### config.mk
export PLATFORM = sky130hd
export DESIGN_NAME = rom_copier
export DESIGN_NICKNAME = d
export VERILOG_FILES = /design/src/rtl/rom_copier.sv
export SDC_FILE = /design/constraint.sdc
export NUM_CORES = 1
export LEC_CHECK = 0
export ABC_AREA = 0
export CAP_MARGIN = 20
export CORE_MARGIN = 2
export CORE_UTILIZATION = 30
export DETAILED_ROUTE_END_ITERATION = 10
export PLACE_DENSITY = 0.51
export SYNTH_ARGS = -nofsm -noshare
export SYNTH_HDL_FRONTEND = slang
export SYNTH_SLANG_ARGS = --single-unit
### constraint.sdc
create_clock -name clk -period 1.9 [get_ports clk]
set_input_delay 0.19 -clock clk [delete_from_list [all_inputs] [get_ports clk]]
set_output_delay 0.19 -clock clk [all_outputs]
set_load 0.02 [all_outputs]
### src/rtl/rom_copier.sv
// Copies LENGTH bytes from a synchronous ROM into SRAM at DEST_BASE, one byte per
// FETCH/LATCH/WRITE round. Define ROMCOPY_CHECKSUM_EN to build the running checksum.
module rom_copier #(
    parameter int          LENGTH    = 9216,
    parameter logic [20:0] DEST_BASE = 21'h000000
) (
    input  logic        clk,
    input  logic        rst,
    input  logic        start,
    output logic [13:0] rom_a,
    input  logic [7:0]  rom_dout,
    output logic [20:0] sram_a,
    output logic [7:0]  sram_d,
    output logic        sram_we_req,
    input  logic        sram_ack,
    output logic        busy,
    output logic        done,
    output logic [7:0]  checksum
);

    typedef enum logic [2:0] {IDLE, FETCH, LATCH, WRITE, DONE} state_t;

    localparam logic [13:0] LAST = 14'(LENGTH - 1);

    state_t      state, state_next;
    logic [13:0] index;
    logic        go, acked, last;

    assign go    = start && (state == IDLE || state == DONE);
    assign acked = (state == WRITE) && sram_ack;
    assign last  = (index == LAST);

    always_ff @(posedge clk or posedge rst) begin
        if (rst) state <= IDLE;
        else     state <= state_next;
    end

    always_comb begin
        state_next = state;
        case (state)
            IDLE:    if (start) state_next = FETCH;
            FETCH:   state_next = LATCH;
            LATCH:   state_next = WRITE;
            WRITE:   if (sram_ack) state_next = last ? DONE : FETCH;
            DONE:    if (start) state_next = FETCH;
            default: state_next = IDLE;
        endcase
    end

    // rom_a is loaded on entry to FETCH so the ROM samples it on the FETCH->LATCH edge
    // and its data is ready to be captured on the LATCH->WRITE edge.
    always_ff @(posedge clk or posedge rst) begin
        if (rst) begin
            index       <= '0;
            rom_a       <= '0;
            sram_a      <= '0;
            sram_d      <= '0;
            sram_we_req <= 1'b0;
            busy        <= 1'b0;
            done        <= 1'b0;
        end else begin
            if (go) begin
                index <= '0;
                rom_a <= '0;
                done  <= 1'b0;
                busy  <= 1'b1;
            end
            if (state == LATCH) begin
                sram_d      <= rom_dout;
                sram_a      <= DEST_BASE + {7'd0, index};
                sram_we_req <= 1'b1;
            end
            if (acked) begin
                sram_we_req <= 1'b0;
                if (last) begin
                    done <= 1'b1;
                    busy <= 1'b0;
                end else begin
                    index <= index + 14'd1;
                    rom_a <= index + 14'd1;
                end
            end
        end
    end

`ifdef ROMCOPY_CHECKSUM_EN
    always_ff @(posedge clk or posedge rst) begin
        if (rst)        checksum <= '0;
        else if (go)    checksum <= '0;
        else if (acked) checksum <= checksum + sram_d;
    end
`else
    assign checksum = '0;
`endif

endmodule

== After elaboration in Yosys (flattened, before gate mapping) ==
Index checks and enable logic that the tools add are counted.
Word-level totals
  register bits after elaboration: 56
  input bits: 12
  word-level logic and storage cells: 41
Operators by class
  add/subtract/negate cells: 1
  equal/unequal tests: 7
  mux-type cells: 18
  reduce and logical (&&, ||, !) cells: 7
Operators by type and width (number)
  $mux 14: 6
  $add 14x1->14 const B: 1
  $eq 14x14->1 const B: 1
  $pmux 3 s4: 1
  $mux 3: 3
  $mux 1: 8
  $eq 3x2->1 const B: 2
  $eq 3x1->1 const B: 1
  $eq 3x3->1 const B: 1
  $logic_not 3->1: 1
  $logic_and 1x1->1: 2
  $ne 2x1->1 const B: 1
  $ne 2x2->1 const B: 1
  $reduce_and 2->1: 1
  $reduce_bool 2->1: 1
  $reduce_or 2->1: 1
  $logic_or 1x1->1: 1

== Logic depth before layout (Yosys ltp) ==
  depth after elaboration: 6
  gate-level depth with buffers: 6
  depth with buffers taken out: 5

== Worst setup path before layout ==
No wires, ideal clock.
  path kind: reg-to-reg
  start: register index[0]
  end: register rom_a[0]
  data arrival time: 1.531 ns
  data required time: 1.822 ns
  slack: 0.291 ns
  stages on the path, launching flop included: 7
  path buffers: 1
  clock period less this slack: 1.609 ns
  path through: dfrtp_1 ha_1 and3_1 nand4_2 a21oi_4 buf_6 o2bb2ai_1
Between the ends
  longest elaborated chain between the ends: 3
  elaborated cells on any way between the ends: 4
  classes of those cells: add/sub (1); eq/ne (1); mux (2)
RTL lines
  from (decl): RTL line 26  | logic [13:0] index;
  from (signal assigned): RTL line 79  | index <= index + 14'd1;
  $add 14x1->14 / $eq 14x14->1 (equally long branches): RTL line 80, 31
  $mux 14 *: RTL line 75  | if (last) begin
  $mux 14 *: RTL line 73  | if (acked) begin
  to (signal assigned): RTL line 80  | rom_a <= index + 14'd1;
  to (decl): RTL line 10  | output logic [13:0] rom_a,
Every way passes the cells marked *; elsewhere a longest branch is shown, timed or not.
A chain may end at the register's enable or synchronous reset.

== Final worst setup path ==
  start: register index[0]
  end: register index[0]
Between the ends
  longest elaborated chain between the ends: 3
  elaborated cells on any way between the ends: 5
  classes of those cells: add/sub (1); eq/ne (1); mux (3)
RTL lines (RTL line)
  $add 14x1->14, or another cell as far along: 79
  $mux 14: 75
  $mux 14 *: 73
Marks and branches as above.

==> results_dict.tcl <==
set metrics [dict create \
    io_pins 66 \
    viasPerCell 4.59 \
    yosys_warnings 0 \
    vias 1654 \
    antennaDiodeCount 0 \
    synth_cells 193 \
    grt_util_all_layers 0.116 \
    setup_tns_ns 0 \
    ys.flop_type "dfrtp_1" \
    path_max_fanout 6 \
    critPathLaunch "index[0]" \
    root_buffer "clkbuf_8" \
    die_x_um 95.0 \
    synthToLayoutAreaGrowth_pct 29.5 \
    p_leak_nw 1.42 \
    clock_skew_ns 0.0145 \
    critPathSlowestCell "dfrtp_2" \
    synthMuxAreaShare 0.104 \
    syn_area_um2 2490 \
    yosysTopAreaCell "dfrtp_1" \
    ir_worst_vdd_mv 0.482 \
    synth_fa_ha_area_frac 0.00503 \
    synthXorXnorAreaFrac 0.0352 \
    worstRegToRegCells 5 \
    min_period_over_period 0.926 \
    layout-drive-gt1-share 0.180 \
    yosys-top-cells-area "dfrtp_1 56%, mux2_2 8.2%, o2bb2ai_1 6.0%, buf_4 4.5%, xnor2_1 2.5%" \
    std_cell_rows 33 \
    cts_tree "done" \
    critPathLaunchType "flip-flop" \
    antenna_found_initial 0 \
    status "completed" \
    crit_family "simple AND/OR/NAND/NOR gates" \
    end_kind "flip-flop" \
    nFillCells 812 \
    utilization 0.396 \
    fmax_mhz 568 \
    r2r-end "index[0]" \
    synth-simple-area-share 0.0996 \
    numCtsBuffers 5 \
    ys_ff_latch 56 \
    final-seq-area_um2 1400 \
    portBuffers 50 \
    p_per_area_nw_per_um2 1190 \
    coreArea_um2 8130 \
    synth_cell_types 37 \
    hold_violations 0 \
    ff2ff_setup_slack_ns 0.14 \
    r2r_start "index[0]" \
    first_iter_violations 43 \
    synth-edff-count 0 \
    drt-wirelength-per-cell_um 13.5 \
    hold_path_class "in -> async" \
    cts_max_level 2 \
    syn_area_per_cell_um2 12.9 \
    grt_pass1_vias 1634 \
    dr.pass1.iters 4 \
    fin_nets 267 \
    critPathMaxStageDelay_ns 0.46 \
    synth_compound_area_frac 0.120 \
    gp_congestion 0.774 \
    initial_core_util 0.306 \
    grt_overflow 0 \
    routed_wirelength_um 4870 \
    ys_seq_area_frac 0.564 \
    cp_num_cells 5 \
    crit_chain "ha_1, and3_1, and4_2, nor2_1, mux2_2" \
    timing.critical_path.buf_inv 0 \
    synth_top_area_share 0.564 \
    holdWs_ns 0.196 \
    clk_pin_slew_worst_paths_ns 0.10 \
    fp.dieH_um 95.0 \
    drv_cap 0 \
    synthArstFlopShare 1.00 \
    required_ns 2.16 \
    crit_end "index[0]" \
    clkSinkCount 56 \
    multiInputGateArea_um2 965 \
    dp.final_hpwl_um 3500 \
    period_needed_ns 1.76 \
    synth_top_family_by_area "compound AO/OA/AOI/OAI gates" \
    worstSkewPairLatency_ns 0.31 \
    cts.path.max_buffers 2 \
    die_area_um2 9030 \
    critical_path_class "reg -> reg" \
    grt_max_degree 28 \
    crit_arrival_ns 2.02 \
    drv_slew 0 \
    grt_setup_unrepaired "false" \
    ant_nets 0 \
    grt_first_pass_wirelength_um 7950 \
    drc 0 \
    setup_viol 0 \
]
==> how the worst min path moves through the flow <==
stage,cells after the start,endpoint,slack (ns)
after global routing,2,sram_d[5],0.23
after floorplan,2,state[0],0.32
after global placement,1,state[1],0.45
final,2,sram_d[0],0.20
after detailed placement,1,state[1],0.46
after CTS,2,sram_d[0],0.21
==> stage by stage <==
step	area (µm²)	cells	setup WS [ns]	power (mW)
after floorplan	2540	207	0.291	2.53
after CTS	3220	360	0.105	3.90
after detailed placement	3110	352	0.126	3.13
final	3220	360	0.141	3.85
after global placement	3110	352	0.159	3.12
after global routing	3220	360	0.00577	4.08
==> what timing repair did <==
action	in CTS	in global routing
hold buffers	0	0
hold endpoints to repair	0	0
buffers inserted	0	0
setup endpoints to repair	0	4
gates resized for setup	0	2
==> power breakdown <==
group | switching [mW] | internal [mW] | total (mW)
Sequential | 0.159 | 1.44 | 1.60
Combinational | 0.751 | 0.725 | 1.48
Clock | 0.381 | 0.390 | 0.771
Total | 1.29 | 2.56 | 3.85
==> routing by layer <==
metal | GRT usage | vias up | routed length, µm
met3 | 0.0245 | 6 | 215
met5 | 0 | - | 0
met1 | 0.167 | 808 | 2410
met4 | 0.0399 | 0 | 80
li1 | - | 791 | -
met2 | 0.172 | 49 | 2150
==> worst reg2reg max path: stages, from the launching register on <==
cell and delay, ns:
dfrtp_2 0.46, ha_1 0.24, and3_1 0.24, and4_2 0.27
nor2_1 0.28, mux2_2 0.21
==> kinds of logic after synthesis <==
group / count (synthesis)
flip-flops: 56
adder cells (fa/ha/maj): 1
AND/OR/NAND/NOR: 42
buffers and inverters: 25
AO/OA/AOI/OAI: 35
other: 1
multiplexers: 23
XOR/XNOR: 10
==> area by class of cell <==
cell class,instances,share of cell area
sequential,56,0.436
tap,105,0.0408
multi-input combinational,126,0.300
clock inverter,3,0.0132
timing repair buffer,61,0.185
inverter,4,0.00466
clock buffer,5,0.0214
==> placed cells by master, fill, tap and decap left out, types with 4 or more instances in the layout <==
master / instances
a21o_1: 7
a22o_1: 4
and3_1: 4
buf_4: 10
clkbuf_8: 5
clkdlybuf4s50_1: 50
conb_1: 15
dfrtp_1: 55
mux2_1: 5
mux2_2: 18
nand2_1: 8
nand3_1: 6
nor2_1: 5
nor3_1: 4
o2bb2ai_1: 17
xnor2_1: 7
==> cells in the mapped netlist (all sizes together) (2+ instances only) <==
master    n
o21ai     2
and3      4
nand3     7
dfrtp    56
xor2      3
a21o      7
nand4     2
mux2     23
nor3      4
o2bb2ai  17
inv       4
nor2      6
a22o      4
buf      21
a211oi    2
nor4      3
nand2     8
xnor2     7
==> flip-flops by register name, summed over array words and instances (netlist names) <==
register and cells:
index 14, rom_a 14, sram_a 14, sram_d 8
state 3, busy 1, done 1, sram_we_req 1
No activity file was read; power rests on OpenSTA's default activity.
